**config.mk**
```make
export PLATFORM = sky130hd
export DESIGN_NAME = tri_span_walker
export DESIGN_NICKNAME = d
export VERILOG_FILES = /design/src/rtl/tri_span_walker.sv
export SDC_FILE = /design/constraint.sdc
export NUM_CORES = 1
export LEC_CHECK = 0
export BUFFER_PORTS_ARGS = -buffer_cell sky130_fd_sc_hd__buf_2
export CAP_MARGIN = 20
export CELL_PAD_IN_SITES_DETAIL_PLACEMENT = 2
export CELL_PAD_IN_SITES_GLOBAL_PLACEMENT = 2
export CORE_ASPECT_RATIO = 2
export CORE_MARGIN = 2
export CORE_UTILIZATION = 28
export CTS_BUF_LIST = sky130_fd_sc_hd__clkbuf_8 sky130_fd_sc_hd__clkbuf_16
export CTS_CLUSTER_DIAMETER = 50
export CTS_CLUSTER_SIZE = 16
export DETAILED_ROUTE_END_ITERATION = 16
export MAX_ROUTING_LAYER = met4
export PLACE_DENSITY = 0.85
export SYNTH_ARGS = -nofsm -noshare
export SYNTH_HDL_FRONTEND = slang
export SYNTH_SLANG_ARGS = --single-unit
```
**constraint.sdc**
```tcl
create_clock -name clock -period 2.6 [get_ports clock]
set_input_delay 0.39 -clock clock [delete_from_list [all_inputs] [get_ports clock]]
set_output_delay 0.39 -clock clock [all_outputs]
set_load 0.03 [all_outputs]
```
**src/rtl/tri_span_walker.sv**
```systemverilog
// tri_span_walker: walks one 32x32 tile row by row against the edge tester
// and streams each covered pixel as an (x,y) fragment.
module tri_span_walker #(
  parameter int TILE_H     = 32,
  parameter bit SKIP_EMPTY = 1'b1
) (
  input  logic        clock,
  input  logic        reset_n,
  input  logic        start,
  input  logic        abort,
  input  logic [5:0]  tile_x,
  input  logic [5:0]  tile_y,
  output logic [10:0] x_ps,
  output logic [10:0] y_ps,
  input  logic [31:0] in_tri,
  output logic        busy,
  output logic        done,
  output logic        pix_valid,
  input  logic        pix_ready,
  output logic [10:0] pix_x,
  output logic [10:0] pix_y,
  output logic [10:0] pix_count
);

  typedef enum logic [2:0] {
    IDLE,
    ROW_SET,
    ROW_CAP,
    EMIT,
    DONE
  } state_e;

  localparam logic [4:0]  LAST_ROW = 5'(TILE_H - 1);
  localparam logic [10:0] CNT_MAX  = 11'd1024;

  state_e      state_q, state_d;
  logic [5:0]  tx_q, tx_d;
  logic [5:0]  ty_q, ty_d;
  logic [4:0]  row_q, row_d;
  logic [31:0] mask_q, mask_d;
  logic [10:0] cnt_q, cnt_d;

  logic [31:0] mask_rest;
  logic [4:0]  low_idx;
  logic        mask_nz;
  logic        fire;
  logic        row_adv;

  always_comb begin
    low_idx = '0;
    for (int i = 31; i >= 0; i--) begin
      if (mask_q[i]) low_idx = 5'(i);
    end
  end

  // Dropping the lowest set bit leaves the rest of the row to emit.
  assign mask_rest = mask_q & (mask_q - 32'd1);
  assign mask_nz   = |mask_q;

  assign x_ps      = {tx_q, 5'd0};
  assign y_ps      = {ty_q, 5'd0} + {6'd0, row_q};
  assign busy      = (state_q != IDLE);
  assign done      = (state_q == DONE);
  assign pix_valid = (state_q == EMIT) && mask_nz;
  assign pix_x     = {tx_q, low_idx};
  assign pix_y     = y_ps;
  assign pix_count = cnt_q;
  assign fire      = pix_valid && pix_ready;

  always_comb begin
    state_d = state_q;
    tx_d    = tx_q;
    ty_d    = ty_q;
    row_d   = row_q;
    mask_d  = mask_q;
    cnt_d   = cnt_q;
    row_adv = 1'b0;
    if (abort) begin
      state_d = IDLE;
    end else begin
      unique case (state_q)
        IDLE: begin
          if (start) begin
            tx_d    = tile_x;
            ty_d    = tile_y;
            row_d   = '0;
            cnt_d   = '0;
            state_d = ROW_SET;
          end
        end
        ROW_SET: state_d = ROW_CAP;
        ROW_CAP: begin
          mask_d = in_tri;
          if ((|in_tri) || !SKIP_EMPTY) begin
            state_d = EMIT;
          end else begin
            row_adv = 1'b1;
          end
        end
        EMIT: begin
          if (fire) begin
            mask_d = mask_rest;
            if (cnt_q != CNT_MAX) cnt_d = cnt_q + 11'd1;
          end
          if (!mask_nz || (fire && (mask_rest == '0))) begin
            row_adv = 1'b1;
          end
        end
        DONE:    state_d = IDLE;
        default: state_d = IDLE;
      endcase
      if (row_adv) begin
        if (row_q == LAST_ROW) begin
          state_d = DONE;
        end else begin
          row_d   = row_q + 5'd1;
          state_d = ROW_SET;
        end
      end
    end
  end

  always_ff @(posedge clock or negedge reset_n) begin
    if (!reset_n) begin
      state_q <= IDLE;
      tx_q    <= '0;
      ty_q    <= '0;
      row_q   <= '0;
      mask_q  <= '0;
      cnt_q   <= '0;
    end else begin
      state_q <= state_d;
      tx_q    <= tx_d;
      ty_q    <= ty_d;
      row_q   <= row_d;
      mask_q  <= mask_d;
      cnt_q   <= cnt_d;
    end
  end

endmodule

```
==> key figures <==
Global route
  • Global route total overflow: 0
  • Initial antenna violation count: 0
  • Vias in the first global route: 4629
  • Largest net degree at the start of global routing: 31
  • First-pass GRT wire length: 25.9 mm
  • Gr usage total: 0.233

Critical path
  • CP max stage delay: 560 ps
  • Crit end category: flip-flop
  • CP Data Arrival Time: 3290 ps
  • CP max FO: 5
  • Cell family with most CP delay: compound AO/OA/AOI/OAI gates
  • CP Launch Type: flip-flop
  • Worst path bufs/invs: 1
  • Worst endpoint required time: 2800 ps
  • Cells along the critical path: or4_4 > or3_4 > o31ai_4 > nand3b_1 > a2111oi_4 > a41oi_2 > buf_4 > a21oi_4 > o32ai_2
  • Worst-path cell with the longest stage delay: or4_4
  • CP Class: flip-flop to flip-flop

Floorplanning
  • Die area: 14900 µm²
  • Starting Density: 0.284
  • Core Box Area: 13700 µm²
  • # rows: 61
  • Vert. Die Dim: 171 µm
  • Die W: 87.4 µm
  • Ports: 107

Synthesis
  • Ys flop type: dfrtp_1
  • Most frequent cell after synthesis: dfrtp_1
  • Area leader, netlist: dfrtp_1
  • Largest cells by area after synthesis: dfrtp_1, a22o_1, o21ai_0, buf_4, mux2_2
  • Leading cell types by count after synthesis: dfrtp_1, nand2_1, o21ai_0, nor2_1, a22o_1
  • Yosys warnings: 0
  • Yosys top cell area share: 0.405
  • Async SR Flop Fraction: 1.00
  • Count of cell types in the netlist: 60
  • Number of synthesized flops with an enable pin: 0
  • Post-synthesis sequential area ratio: 0.405
  • Gate Count Post-Synth: 432
  • Mapped Area: 3890 µm²
  • Average cell area after synthesis: 9.02 µm²
  • Synth Register Bits: 63

Detailed routing
  • Vias: 4235
  • Final WL: 18.0 mm
  • WL per Instance: 24.0 µm
  • ANT nets after route: 0
  • DR pass1 iterations: 4
  • Vias per cell: 5.66
  • Drt first-iter violations: 149
  • Drc violations: 0

Power and ir drop
  • Tot Pwr: 5.28 mW
  • Comb pwr share: 0.468
  • Static Leakage: 2.61 nW
  • Switching power: 2.20 mW
  • Max VDD drop: 0.540 mV
  • Switch share: 0.416
  • P_int: 3.08 mW
  • Flop pwr share: 0.272
  • Power Density: 927 nW/µm²
  • Clock Power Share: 0.260

STA
  • Setup ws final: -485 ps
  • Slew Limit Headroom: 0.618
  • Max Slew Vio Count: 0
  • Final Hold Fails: 0
  • Min cycle time layout: 3090 ps
  • Number of setup violations in the final report: 24
  • Clk_skew: 10.7 ps
  • RSZ-0062 raised after global routing: yes
  • Slew of the pin with the lowest slew margin: 573 ps
  • FMAX: 324 MHz
  • Post-route clock period utilization: 1.19

Hold path
  • Hold Path Class: input pin to asynchronous set/reset pin

Clock network
  • Clk buf depth: 2
  • Clock input transition at the sequential cells of the worst setup and hold paths: 60 ps
  • Clk root buf: clkbuf_16
  • TritonCTS Buffers: 9
  • Clock Sinks: 63
  • Htree depth: 3
  • Insertion delay to the later sink of the worst-skew pair: 340 ps
  • CTS tree: yes

Layout
  • Post-layout net count: 639
  • Share of layout cells above drive strength 1: 0.475
  • Multi-input combinational cell area: 2300 µm²
  • Seq. cell area: 1580 µm²
  • Synth-to-Final Area Change: 46.3%
  • Design Area, Final: 5700 µm²
  • # diodes: 0
  • Filler cells: 1518

Run status
  • Status: finished, violations left
  • Failing checks: setup timing

Flow run
  • Max-cap violations: 0

Place
  • Hpwl dp: 11.5 mm
  • Routability cong.: 0.918
  • # port buffers: 101
  • DP Area: 4920 µm²
==> metrics by stage <==
| step | TNS (ps) | instances | worst slack (ps) | hold slack [ps] | util |
|---|---|---|---|---|---|
| CTS | -1970 | 742 | -299 | 50.6 | 0.398 |
| detailed placement | -3030 | 719 | -504 | 408 | 0.358 |
| global route | -7250 | 748 | -545 | 77.9 | 0.415 |
| finish | -4230 | 748 | -485 | 45.6 | 0.415 |
| global placement | -1420 | 719 | -272 | 389 | 0.358 |
| floorplan | -715 | 436 | -149 | 94.4 | - |
==> sequential cells by signal, indices dropped and copies added (netlist names) <==
signal	count
state_q	3
pix_count	11
ty_q	6
row_q	5
mask_q	32
tx_q	6
==> layout by cell type (no fill, tap or decap), types with 10 or more instances in the layout <==
master / instances
o21ai_0: 32
nand2_1: 33
a22o_1: 28
nand3_1: 10
buf_2: 96
mux2_2: 13
nor4_1: 13
dfrtp_1: 60
buf_4: 84
nor3_1: 12
inv_1: 21
nor2_1: 28
==> kinds of logic (layout without fill, tap and decap cells) <==
family / Yosys count / in the layout / share of synthesized area
AO/OA/AOI/OAI: 123 / 123 / 0.224
XOR/XNOR: 9 / 9 / 0.0202
adder cells (fa/ha/maj): 7 / 7 / 0.0206
buffers and inverters: 71 / 226 / 0.0922
flip-flops: 63 / 63 / 0.405
multiplexers: 14 / 14 / 0.0402
other: 1 / 5 / 0.000963
AND/OR/NAND/NOR: 144 / 144 / 0.197
==> routing by layer <==
layer  GRT usage  up-vias  routed length [µm]
li1            -     1866                   -
met1       0.262     2154                6760
met2       0.412      167                9610
met3      0.0338       48                 788
met4      0.0796        0                 809
met5           -        -                   0
==> cell type report <==
| type | count | area share |
|---|---|---|
| Sequential cell | 63 | 0.277 |
| Multi-Input combinational cell | 302 | 0.403 |
| Inverter | 21 | 0.0138 |
| Clock buffer | 10 | 0.0419 |
| Timing Repair Buffer | 189 | 0.213 |
| Tap cell | 157 | 0.0345 |
| Clock inverter | 6 | 0.0162 |
==> worst register-to-register path: stages, from the launching register on <==
cell and delay (ps):
dfrtp_1 390, or4_4 560, or3_4 380, o31ai_4 210
nand3b_1 200, a2111oi_4 400, a41oi_2 250, buf_4 220
a21oi_4 210, o32ai_2 130
==> worst paths after layout <==
check	depth (start not counted)	slack, ps	to	from
worst min register to register	1	530	tx_q[4]	tx_q[4]
max in group asynchronous	2	1800	tx_q[4]	reset_n
worst max-delay path	9	-490	row_q[4]	mask_q[27]
worst max register to register	9	-490	row_q[4]	mask_q[27]
worst min-delay path	1	50	mask_q[5]	reset_n
min in group clock	2	280	tx_q[1]	tile_x[1]
==> power by group through the flow <==
stage | combinational (mW) | sequential, mW | clock (mW)
floorplan | 1.07 | 1.51 | 0
global placement | 1.94 | 1.37 | 0
detailed placement | 2.04 | 1.40 | 0
CTS | 2.23 | 1.40 | 1.38
global route | 2.61 | 1.46 | 1.42
finish | 2.47 | 1.44 | 1.37
==> repair_timing <==
action,CTS,global route
pin swaps,15,20
hold buffers,0,0
gates resized for setup,41,41
endpoints found under the setup margin,16,31
setup buffers,7,6
endpoints found under the hold margin,0,0
(Power assumes the default switching activity.)
